**src/rtl/h3_table_access_stage.sv**
```systemverilog
// Lookup/insert/delete stage behind the H3 hash: one request at a time against a
// single-port bucket memory. Optional hit/miss/collision counters under H3_TABLE_STATS_EN.
module h3_table_access_stage #(
    parameter int KEY_WIDTH      = 32,
    parameter int HASH_ADR_WIDTH = 5,
    parameter int VALUE_WIDTH    = 32,
    parameter int ENTRY_WIDTH    = 1 + KEY_WIDTH + VALUE_WIDTH
) (
    input  logic                      clk,
    input  logic                      rst_n,
    input  logic                      req_valid,
    output logic                      req_ready,
    input  logic [1:0]                req_op,
    input  logic [KEY_WIDTH-1:0]      req_key,
    input  logic [HASH_ADR_WIDTH-1:0] req_hash_adr,
    input  logic [VALUE_WIDTH-1:0]    req_value,
    output logic [HASH_ADR_WIDTH-1:0] mem_adr,
    output logic                      mem_re,
    output logic                      mem_we,
    output logic [ENTRY_WIDTH-1:0]    mem_wdata,
    input  logic [ENTRY_WIDTH-1:0]    mem_rdata,
    output logic                      rsp_valid,
    input  logic                      rsp_ready,
    output logic [1:0]                rsp_status,
    output logic [VALUE_WIDTH-1:0]    rsp_value,
    output logic [2:0]                dbg_state
`ifdef H3_TABLE_STATS_EN
    ,
    output logic [15:0]               stat_hits,
    output logic [15:0]               stat_misses,
    output logic [15:0]               stat_collisions
`endif
);

    localparam logic [2:0] S_IDLE = 3'd0;
    localparam logic [2:0] S_RD   = 3'd1;
    localparam logic [2:0] S_CMP  = 3'd2;
    localparam logic [2:0] S_WR   = 3'd3;
    localparam logic [2:0] S_RSP  = 3'd4;

    localparam logic [1:0] OP_LOOKUP  = 2'b00;
    localparam logic [1:0] OP_INSERT  = 2'b01;
    localparam logic [1:0] OP_DELETE  = 2'b10;
    localparam logic [1:0] OP_ILLEGAL = 2'b11;

    localparam logic [1:0] ST_OK      = 2'b00;
    localparam logic [1:0] ST_NFOUND  = 2'b01;
    localparam logic [1:0] ST_COLL    = 2'b10;
    localparam logic [1:0] ST_ILLEGAL = 2'b11;

    logic [2:0]                r_state;
    logic [1:0]                r_op;
    logic [KEY_WIDTH-1:0]      r_key;
    logic [HASH_ADR_WIDTH-1:0] r_adr;
    logic [VALUE_WIDTH-1:0]    r_value;
    logic [1:0]                r_status;
    logic [VALUE_WIDTH-1:0]    r_rsp_value;

    logic                      w_accept;
    logic                      w_stored_valid;
    logic [KEY_WIDTH-1:0]      w_stored_key;
    logic [VALUE_WIDTH-1:0]    w_stored_value;
    logic                      w_hit;
    logic                      w_rsp_done;

    assign w_accept       = req_valid && (r_state == S_IDLE);
    assign w_stored_valid = mem_rdata[ENTRY_WIDTH-1];
    assign w_stored_key   = mem_rdata[ENTRY_WIDTH-2 -: KEY_WIDTH];
    assign w_stored_value = mem_rdata[VALUE_WIDTH-1:0];
    assign w_hit          = w_stored_valid && (w_stored_key == r_key);
    assign w_rsp_done     = (r_state == S_RSP) && rsp_ready;

    assign req_ready  = (r_state == S_IDLE);
    assign rsp_valid  = (r_state == S_RSP);
    assign rsp_status = r_status;
    assign rsp_value  = r_rsp_value;
    assign dbg_state  = r_state;
    assign mem_adr    = r_adr;
    assign mem_re     = (r_state == S_RD);
    assign mem_we     = (r_state == S_WR);
    // A delete is the only other writing op, and it clears the whole word.
    assign mem_wdata  = ((r_state == S_WR) && (r_op == OP_INSERT)) ? {1'b1, r_key, r_value}
                                                                  : '0;

    always_ff @(posedge clk or negedge rst_n) begin
        if (!rst_n) begin
            r_state     <= S_IDLE;
            r_op        <= OP_LOOKUP;
            r_key       <= '0;
            r_adr       <= '0;
            r_value     <= '0;
            r_status    <= ST_OK;
            r_rsp_value <= '0;
        end else begin
            case (r_state)
                S_IDLE: begin
                    if (w_accept) begin
                        r_op        <= req_op;
                        r_key       <= req_key;
                        r_adr       <= req_hash_adr;
                        r_value     <= req_value;
                        r_rsp_value <= '0;
                        if (req_op == OP_ILLEGAL) begin
                            r_status <= ST_ILLEGAL;
                            r_state  <= S_RSP;
                        end else begin
                            r_status <= ST_OK;
                            r_state  <= S_RD;
                        end
                    end
                end
                S_RD: r_state <= S_CMP;
                S_CMP: begin
                    case (r_op)
                        OP_LOOKUP: begin
                            r_status    <= w_hit ? ST_OK : ST_NFOUND;
                            r_rsp_value <= w_hit ? w_stored_value : '0;
                            r_state     <= S_RSP;
                        end
                        OP_INSERT: begin
                            if (!w_stored_valid || w_hit) begin
                                r_state <= S_WR;
                            end else begin
                                r_status <= ST_COLL;
                                r_state  <= S_RSP;
                            end
                        end
                        OP_DELETE: begin
                            if (w_hit) begin
                                r_state <= S_WR;
                            end else begin
                                r_status <= ST_NFOUND;
                                r_state  <= S_RSP;
                            end
                        end
                        default: r_state <= S_RSP;
                    endcase
                end
                S_WR: begin
                    r_status <= ST_OK;
                    r_state  <= S_RSP;
                end
                S_RSP: begin
                    if (rsp_ready) r_state <= S_IDLE;
                end
                default: r_state <= S_IDLE;
            endcase
        end
    end

`ifdef H3_TABLE_STATS_EN
    logic [15:0] r_stat_hits;
    logic [15:0] r_stat_misses;
    logic [15:0] r_stat_collisions;

    // Counted on the response handshake so each op is counted exactly once.
    always_ff @(posedge clk or negedge rst_n) begin
        if (!rst_n) begin
            r_stat_hits       <= '0;
            r_stat_misses     <= '0;
            r_stat_collisions <= '0;
        end else if (w_rsp_done) begin
            if ((r_op == OP_LOOKUP) && (r_status == ST_OK) && (r_stat_hits != 16'hFFFF))
                r_stat_hits <= r_stat_hits + 16'd1;
            if ((r_status == ST_NFOUND) && (r_stat_misses != 16'hFFFF))
                r_stat_misses <= r_stat_misses + 16'd1;
            if ((r_status == ST_COLL) && (r_stat_collisions != 16'hFFFF))
                r_stat_collisions <= r_stat_collisions + 16'd1;
        end
    end

    assign stat_hits       = r_stat_hits;
    assign stat_misses     = r_stat_misses;
    assign stat_collisions = r_stat_collisions;
`else
    logic w_unused_rsp_done;
    assign w_unused_rsp_done = w_rsp_done;
`endif

endmodule
```
**config.mk**
```make
export PLATFORM = sky130hd
export DESIGN_NAME = h3_table_access_stage
export DESIGN_NICKNAME = d
export VERILOG_FILES = /design/src/rtl/h3_table_access_stage.sv
export SDC_FILE = /design/constraint.sdc
export NUM_CORES = 1
export LEC_CHECK = 0
export ABC_AREA = 1
export BUFFER_PORTS_ARGS = -buffer_cell sky130_fd_sc_hd__buf_2
export CAP_MARGIN = 30
export CORE_MARGIN = 2
export CORE_UTILIZATION = 43
export CTS_CLUSTER_DIAMETER = 50
export CTS_CLUSTER_SIZE = 20
export DETAILED_ROUTE_END_ITERATION = 7
export PLACE_DENSITY_LB_ADDON = 0.25
export SETUP_SLACK_MARGIN = 0.2
export SLEW_MARGIN = 30
export SYNTH_ARGS = -nofsm -noshare
export SYNTH_HDL_FRONTEND = slang
export SYNTH_SLANG_ARGS = --single-unit
```
**constraint.sdc**
```tcl
create_clock -name clk -period 1.6 [get_ports clk]
set_clock_uncertainty 0.15 [all_clocks]
set_input_delay 0.32 -clock clk [delete_from_list [all_inputs] [get_ports clk]]
set_output_delay 0.32 -clock clk [all_outputs]
set_load 0.01 [all_outputs]
```
==> results.yml, run 1 <==
run_status:
  status: "finished, violations left"
  violations: "setup timing"
sta:
  hold_viol: 0
  min_period_ps: 2240
  worst_pin_slew_ps: 342
  setup_slack_ps: -642
  drv_slew: 0
  clock.fmax_ghz: 0.446
  post-route-period-util: 1.40
  rsz0062_at_grt: "true"
  finalSetupViolCount: 179
  slew_headroom: 0.772
floorplan:
  dieHeight_um: 117
  die_area_um2: 13600
  die_w_um: 117
  start_util: 0.435
  coreArea_um2: 12500
  ios: 251
  rows: 41
worst_setup_path:
  slowest_delay_ps: 370
  cp.arrival_ps: 1770
  crit_type: "flip-flop to output port"
  cp-start-kind: "flip-flop"
  cp_top_family: "buffers and inverters"
  crit_fanout: 28
  crit_required_ps: 1130
  slowest_stage: "dfrtp_1"
  cp-end-kind: "output port"
  rr_startpoint: "r_key[1]"
  cp-startpoint: "dbg_state[1]"
  crit_buf_inv: 6
  critical_path.cell_chain: "inv_2 > nor2_4 > inv_2 > nor2_4 > inv_2 > nor2_4 > inv_6 > buf_12 > nor2_1 > buf_2"
global_routing:
  grt_pass1_wl_um: 25700
  track_usage: 0.245
  grt_max_degree: 38
  grt_antenna_before_repair: 2
  grt-ovfl-total: 0
  grt_pass1_vias: 5287
pwr:
  seqPwrFrac: 0.295
  swShare: 0.365
  ir_drop_mv: 0.874
  p_sw_mw: 5.12
  p_clk_frac: 0.159
  p_int_mw: 8.91
  power.total_mw: 14.0
  p_leak_nw: 5.01
  power_density_nw_per_um2: 1520
  combPwrFrac: 0.546
final_layout:
  area_growth_pct: 70.0
  most-common-layout-cells: "buf_2 (239), nand2_1 (137), inv_1 (109)"
  mostFrequentLayoutCell: "buf_2"
  multi_input_area_um2: 2540
  utilization: 0.740
  nets: 1168
  regArea_um2: 2700
  drive_gt1_frac: 0.532
  n_fill_cell: 896
clock_tree:
  worstSkewPairLatency_ps: 350
  cts_tree: "done"
  numCtsBuffers: 9
  cts.htree.levels: 3
  cts-root-buf: "clkbuf_16"
  path_clk_slew_ps: 70
  cts_sinks: 108
  clock_path_buffers: 2
route:
  wl_um: 17900
  avgRoutedWirePerCell_um: 14.8
  drc: 0
  vias_per_cell: 4.61
  first_pass_iters: 5
  drt_iter0_drc: 261
  antenna_left: 0
  num_vias: 5556
min_path:
  hold_class: "input pin to flip-flop"
  min_from: "req_hash_adr[1]"
placement:
  io_buffers: 250
  dp_hpwl_um: 10700
  preCtsSetupSlack_ps: -332
  gp_congestion: 0.858
logic_synthesis:
  synth_edf_count: 0
  synth-seq-cells: 108
  yosys_warnings: 0
  syn_inst: 677
  syn-num-nets: 820
  async_flop_share: 1.00
  synth_area_per_cell_um2: 8.05
  syn_area_um2: 5450
  ys_seq_area_frac: 0.496
  synth_top_flop_cell: "dfrtp_1"
  synth_cell_types: 26
job:
  maxCapViolCount: 0
==> logic make-up after synthesis <==
| group | share of synthesized area |
|---|---|
| AO/OA/AOI/OAI | 0.122 |
| XOR/XNOR | 0.0306 |
| adder cells (fa/ha/maj) | 0.00689 |
| buffers and inverters | 0.129 |
| flip-flops | 0.496 |
| AND/OR/NAND/NOR | 0.216 |
==> repair_timing <==
action	in CTS	in global routing
endpoints found under the hold margin	19	0
pin swaps	9	12
resized for setup	81	159
endpoints found under the setup margin	180	182
hold buffers	1	0
buffers inserted	19	16
gates cloned	16	9
==> synthesized netlist by cell type, types with 2 or more instances <==
cell type,n,area (um2)
a21oi_1,4,20.0
buf_12,2,40.0
buf_2,9,45.0
buf_6,8,90.1
clkbuf_1,6,22.5
dfrtp_1,108,2700
ha_1,3,37.5
inv_1,115,432
inv_2,13,48.8
nand2_1,170,638
nand2_2,21,131
nand3_1,3,15.0
nor2_1,78,293
nor2_2,6,37.5
o21ai_0,73,365
o21ai_2,30,263
xnor2_1,19,166
==> registers in the layout (all words and copies together), names as in the netlist <==
register and flops:
r_key 32, rsp_status 2, r_op 2, mem_adr 5, dbg_state 3, r_value 32
rsp_value 32
==> worst register-to-register path: cells and delay by family (launching register included) <==
kind | cells | cell delay, ps
AOI/OAI and AO/OA | 1 | 50
xor gates and xnor gates | 1 | 210
buffers and inverters | 3 | 350
DFF | 1 | 410
and+or+nand+nor | 7 | 890
==> final cells by class <==
type / count / area share
antenna: 2 / 0.000541
sequential: 108 / 0.292
multi-input combinational: 414 / 0.274
inverter: 128 / 0.0533
tap: 172 / 0.0232
timing repair buffer: 364 / 0.325
clock buffer: 9 / 0.0243
clock inverter: 7 / 0.00716
==> metal layers <==
layer  track usage  wire length (um)  vias up
met3        0.0623              1300       62
li1              -                 -     2730
met5             0                 0        -
met1         0.282              6650     2538
met2         0.428              9190      226
met4         0.119               718        0
==> through the flow <==
| stage | area (um2) | hold WS, ps | cells | setup TNS, ps |
|---|---|---|---|---|
| 3_3_place_gp | 7320 | 99.6 | 1125 | -24490 |
| 5_1_grt | 9250 | 19.0 | 1203 | -93100 |
| 6_report | 9260 | 10.3 | 1204 | -75720 |
| 2_1_floorplan | 5580 | -126 | 677 | -14690 |
| 4_1_cts | 8550 | 1.41 | 1177 | -60780 |
| 3_5_place_dp | 7320 | 99.8 | 1125 | -26580 |
==> power by group through the flow <==
stage	sequential [mW]	clock (mW)	combinational, mW
floorplan	4.13	0	2.69
global placement	4.10	0	4.29
detailed placement	4.14	0	4.34
CTS	4.10	2.28	6.11
global route	4.23	2.41	8.32
finish	4.14	2.24	7.66
==> worst paths after layout <==
check                           endpoint  slack (ps)  cells after the start
max                        mem_wdata[20]        -640                     10
min                           mem_adr[1]          10                      3
min in group asynchronous      r_key[25]         260                      2
max in group asynchronous     r_value[0]         490                      3
min reg2reg                   mem_adr[0]         330                      2
max reg2reg                rsp_value[15]        -540                     12
Note: power is estimated with default switching activity, not from simulation.
==> run 2, diff against run 1 <==
--- a/config.mk
+++ b/config.mk
@@ -5,11 +5,12 @@
 export SDC_FILE = /design/constraint.sdc
 export NUM_CORES = 1
 export LEC_CHECK = 0
-export ABC_AREA = 1
+export ABC_AREA = 0
 export BUFFER_PORTS_ARGS = -buffer_cell sky130_fd_sc_hd__buf_2
 export CAP_MARGIN = 30
+export CORE_ASPECT_RATIO = 0.8
 export CORE_MARGIN = 2
-export CORE_UTILIZATION = 43
+export CORE_UTILIZATION = 32
 export CTS_CLUSTER_DIAMETER = 50
 export CTS_CLUSTER_SIZE = 20
 export DETAILED_ROUTE_END_ITERATION = 7
==> run 2 against run 1 <==
Compared with the run above:
- combinational power shrank 12%
- global-route usage fell by 5.9 points
- cell count is 18% lower
- the flow still finishes with violations (setup timing)
- critical path depth is 3 lower
- total power is 5.8% lower
- register-to-register slack got worse by 100 ps
- sequential share of layout area shrank 0.15 points
- area after synthesis down 7.1%
- sequential power is 6.0% higher
- sequential cell count stayed put
- core utilization down 14 points
- synthesized cell count down 41%
==> results.yml, run 2 <==
sta:
  min_period_ps: 2240
  hold_slack_ps: 31.4
  worst_pin_slew_ps: 289
  hold_viol: 0
  post-route-period-util: 1.40
  clock.fmax_ghz: 0.446
  setup_slack_ps: -640
  slew_headroom: 0.807
  finalSetupViolCount: 179
  rsz0062_at_grt: "true"
  drv_slew: 0
  fin_setup_tns_ps: -80290
pwr:
  swShare: 0.314
  p_clk_frac: 0.157
  combPwrFrac: 0.511
  ir_drop_mv: 0.624
  p_leak_nw: 4.73
  power_density_nw_per_um2: 1420
  p_int_mw: 9.06
  p_sw_mw: 4.15
  seqPwrFrac: 0.332
worst_setup_path:
  crit_required_ps: 1730
  cp.arrival_ps: 2370
  cp-end-kind: "flip-flop"
  crit_fanout: 16
  crit_type: "flip-flop to flip-flop"
  cp-start-kind: "flip-flop"
logic_synthesis:
  synth_top_area_cell: "dfrtp_1"
  async_flop_share: 1.00
  synth_top_flop_cell: "dfrtp_1"
  yosys_warnings: 0
  synth_area_per_cell_um2: 12.6
  synth_area_leaders: "dfrtp_1 (53%), mux2_2 (15%), and2_1 (8.2%)"
  yosysTopAreaCellShare: 0.534
  synth_cell_types: 42
  ys_seq_area_frac: 0.534
  synth_common_cells: "dfrtp_1 (108), mux2_2 (69), and2_1 (66), a22o_1 (32)"
  synthMostInstantiatedCell: "dfrtp_1"
  syn_area_um2: 5060
  synth_edf_count: 0
  synth-seq-cells: 108
  syn-num-nets: 544
  syn_inst: 401
clock_tree:
  numCtsBuffers: 9
  path_clk_slew_ps: 70
  cts_tree: "done"
  worstSkewPairLatency_ps: 350
  cts_sinks: 108
  clock_path_buffers: 2
  cts-root-buf: "clkbuf_16"
  cts.htree.levels: 3
placement:
  dp_hpwl_um: 10800
  dp_cells: 912
  io_buffers: 250
  placed_cell_area_um2: 7600
  gp_congestion: 0.825
job:
  maxCapViolCount: 0
run_status:
  status: "finished, violations left"
  violations: "setup timing"
final_layout:
  stdcell_count: 982
  nets: 905
  antennaDiodeCount: 0
  n_fill_cell: 1329
  most-common-layout-cells: "buf_2 (179), dfrtp_1 (105), buf_6 (96)"
  design_area_um2: 9320
  mostFrequentLayoutCell: "buf_2"
  area_growth_pct: 84.1
  drive_gt1_frac: 0.722
floorplan:
  start_util: 0.324
  die_area_um2: 16800
  coreArea_um2: 15600
  dieHeight_um: 116
  ios: 251
  rows: 41
  die_w_um: 145
route:
  vias_per_cell: 4.65
  wl_um: 17200
  first_pass_iters: 4
  drc: 0
  num_vias: 4567
  drt_iter0_drc: 179
  avgRoutedWirePerCell_um: 17.5
  antenna_left: 0
global_routing:
  grt_pass1_vias: 4720
  grt_pass1_wl_um: 24200
  track_usage: 0.187
  grt_max_degree: 50
  grt-ovfl-total: 0
  grt_antenna_before_repair: 0
min_path:
  hold_class: "input pin to flip-flop"
[run 2: cell types whose count changed after synthesis, sizes merged, moves of 10 or more]
cell,delta
o21ai,-99
nand2,-183
buf,-10
inv,-122
nor2,-82
and2,+67
a22o,+32
mux2,+69
xor2,+16
[run 2: worst max-delay path: stages (launching register included)]
cell     delay (ps)
dfrtp_1         410
xnor2_1         160
nand4_1         220
or4_4           610
nor3_4          180
buf_6           150
buf_12          140
a22o_1          150
[run 2: final timing paths]
check / from / endpoint / slack, ps / depth (start not counted)
max: r_key[16] / rsp_value[30] / -640 / 7
min in group asynchronous: rst_n / r_key[30] / 210 / 2
max in group asynchronous: rst_n / r_value[20] / 530 / 3
min reg2reg: rsp_value[17] / rsp_value[17] / 350 / 1
min: mem_rdata[3] / rsp_value[3] / 30 / 2
max reg2reg: r_key[16] / rsp_value[30] / -640 / 7
[run 2: kinds of logic after synthesis]
group / synth area share
xor+xnor: 0.0554
flops: 0.534
simple gates: 0.131
fa+ha+maj: 0.00742
mux: 0.156
compound gates: 0.0851
buf+inv: 0.0314
[run 2: final cells by class]
class / instances / area (um2) / area share
multi-input cells: 264 / 2820 / 0.303
clock inverters: 3 / 23.8 / 0.00255
clock buffers: 13 / 240 / 0.0258
well taps: 215 / 269 / 0.0289
repair buffers: 373 / 3230 / 0.347
flip-flops and latches: 108 / 2710 / 0.290
inverters: 6 / 22.5 / 0.00242
[run 2: per-stage QoR]
stage                util  power, mW  setup WS, ps
global route        0.597       14.0          -689
global placement    0.487       9.34          -667
detailed placement  0.487       9.49          -703
finish              0.597       13.2          -640
CTS                 0.561       12.9          -607
floorplan               -       7.66          -350
[run 2: per-layer routing]
metal	part of all wire	global-route usage	routed length, um	vias up
li1	-	-	-	2134
met3	0.047	0.0418	805	22
met2	0.51	0.315	8740	135
met1	0.43	0.239	7310	2276
met4	0.018	0.0647	302	0
met5	0	0	0	-
[run 2: what timing repair did]
item	in CTS	in global routing
hold buffers	1	0
endpoints found under the setup margin	181	183
setup buffers	26	10
cloned	10	7
gates resized for setup	83	61
endpoints found under the hold margin	108	0
pin swaps	3	14
[run 2: power groups by stage]
stage                     logic, mW  clock network [mW]  registers (mW)
after floorplan                3.29                   0            4.36
after global placement         5.00                   0            4.34
after detailed placement       5.08                   0            4.40
after global routing           7.20                2.25            4.50
after CTS                      6.40                2.15            4.36
final                          6.75                2.07            4.39
==> run 3, diff against run 2 <==
--- a/config.mk
+++ b/config.mk
@@ -5,7 +5,7 @@
 export SDC_FILE = /design/constraint.sdc
 export NUM_CORES = 1
 export LEC_CHECK = 0
-export ABC_AREA = 0
+export ABC_AREA = 1
 export BUFFER_PORTS_ARGS = -buffer_cell sky130_fd_sc_hd__buf_2
 export CAP_MARGIN = 30
 export CORE_ASPECT_RATIO = 0.8
@@ -14,6 +14,7 @@
 export CTS_CLUSTER_DIAMETER = 50
 export CTS_CLUSTER_SIZE = 20
 export DETAILED_ROUTE_END_ITERATION = 7
+export HOLD_SLACK_MARGIN = 0.06
 export PLACE_DENSITY_LB_ADDON = 0.25
 export SETUP_SLACK_MARGIN = 0.2
 export SLEW_MARGIN = 30
==> run 3 against run 2 <==
Compared with the run above:
- the run still ends with setup timing left
- clock power up 12%
- global-route usage up 1.5 points
- clock-buffer cell count down 3
- via count up 30%
- worst setup slack better by 36 ps
- core utilization up 3.6 points
- combinational power up 20%
- first-iteration DRC count up 22%
- worst hold slack better by 30 ps
- maximum frequency up 1.6%
- largest power group unchanged
==> results.yml, run 3 (synthesis gave the netlist of run 1 again) <==
global_routing:
  grt_pass1_wl_um: 28500
  grt_antenna_before_repair: 2
  grt-ovfl-total: 0
  grt_max_degree: 59
  track_usage: 0.202
  grt_pass1_vias: 5740
floorplan:
  die_area_um2: 18100
  dieHeight_um: 121
  die_w_um: 150
  ios: 251
  start_util: 0.328
  coreArea_um2: 16600
  rows: 42
placement:
  io_buffers: 250
  dp_hpwl_um: 11000
  dp_cells: 1162
  gp_congestion: 0.803
sta:
  finalSetupViolCount: 179
  hold_slack_ps: 61.8
  clock.fmax_ghz: 0.454
  hold_viol: 0
  drv_slew: 0
  setup_slack_ps: -604
  rsz0062_at_grt: "true"
  slew_headroom: 0.773
  fin_setup_tns_ps: -72200
  worst_pin_slew_ps: 340
  min_period_ps: 2200
  post-route-period-util: 1.38
route:
  avgRoutedWirePerCell_um: 14.9
  first_pass_iters: 4
  wl_um: 20100
  drc: 0
  vias_per_cell: 4.41
  drt_iter0_drc: 219
  num_vias: 5937
  antenna_left: 0
worst_setup_path:
  slowest_stage: "dfrtp_1"
  cp-start-kind: "flip-flop"
  cp.arrival_ps: 1730
  timing.critical_path.mode_cell: "nor2_4"
  crit_buf_inv: 5
  crit_required_ps: 1130
  cp-end-kind: "output port"
  crit_type: "flip-flop to output port"
  critical_path.cell_chain: "nor2_4 > inv_2 > nor2_4 > inv_2 > nor2_4 > inv_6 > buf_12 > nor2_2 > buf_2"
  crit_fanout: 12
  cp_top_family: "buffers and inverters"
  slowest_delay_ps: 410
min_path:
  hold_class: "input pin to flip-flop"
clock_tree:
  cts_tree: "done"
  cts-root-buf: "clkbuf_16"
  worstSkewPairLatency_ps: 350
  cts.htree.levels: 3
  numCtsBuffers: 9
  clock_path_buffers: 2
  path_clk_slew_ps: 70
  cts_sinks: 108
job:
  maxCapViolCount: 0
final_layout:
  mostFrequentLayoutCell: "buf_2"
  area_growth_pct: 93.2
  most-common-layout-cells: "buf_2 (233), nand2_1 (122), inv_1 (110)"
  antennaDiodeCount: 0
  n_fill_cell: 1331
  utilization: 0.634
  stdcell_count: 1347
  drive_gt1_frac: 0.503
  nets: 1265
pwr:
  power_density_nw_per_um2: 1380
  p_leak_nw: 5.53
  ir_drop_mv: 0.680
  power.total_mw: 14.6
run_status:
  violations: "setup timing"
  status: "finished, violations left"
[run 3: final cells by class]
type / count / area, um2 / area share
inverters: 128 / 490 / 0.0466
flip-flops and latches: 108 / 2700 / 0.257
clock buffers: 10 / 229 / 0.0218
well taps: 220 / 275 / 0.0262
repair buffers: 461 / 4110 / 0.390
clock inverters: 6 / 68.8 / 0.00654
multi-input cells: 414 / 2650 / 0.252
[run 3: through the flow]
step	instance area, um2	setup WS [ps]
final	10500	-604
after global routing	10500	-714
after CTS	9600	-593
after detailed placement	7330	-389
after global placement	7330	-397
after floorplan	5580	-234
[run 3: report_power, final]
part / switching, mW / internal, mW / leakage [nW] / total (mW)
clock: 1.08 / 1.23 / 0.144 / 2.32
combinational: 3.85 / 4.27 / 4.01 / 8.12
sequential: 0.477 / 3.66 / 1.38 / 4.13
[run 3: final timing paths]
kind                              start  slack (ps)       endpoint  cells after the start
max                        dbg_state[2]        -600  mem_wdata[22]                      9
min                          req_key[7]          60       r_key[7]                      3
max reg2reg                dbg_state[1]        -430     r_value[0]                     12
min reg2reg                  mem_adr[2]         320     mem_adr[2]                      2
max in group asynchronous         rst_n         610   dbg_state[0]                      3
min in group asynchronous         rst_n         160      r_key[27]                      2
[run 3: layer usage]
layer	track usage	part of all wire
met1	0.254	0.43
met2	0.352	0.50
met3	0.0464	0.061
met4	0.0442	0.013
met5	0	0.00060
[run 3: worst min-delay path, stage by stage]
cell,delay (ps)
buf_2,80
nand2_1,40
o21ai_1,80
[run 3: repair_timing]
item                       in CTS  in global routing
hold endpoints to repair      206                  2
resized for setup              93                188
setup endpoints to repair     181                183
cloned                         14                 12
buffers inserted               23                 19
pin swaps                       9                 22
hold buffers                   99                  2
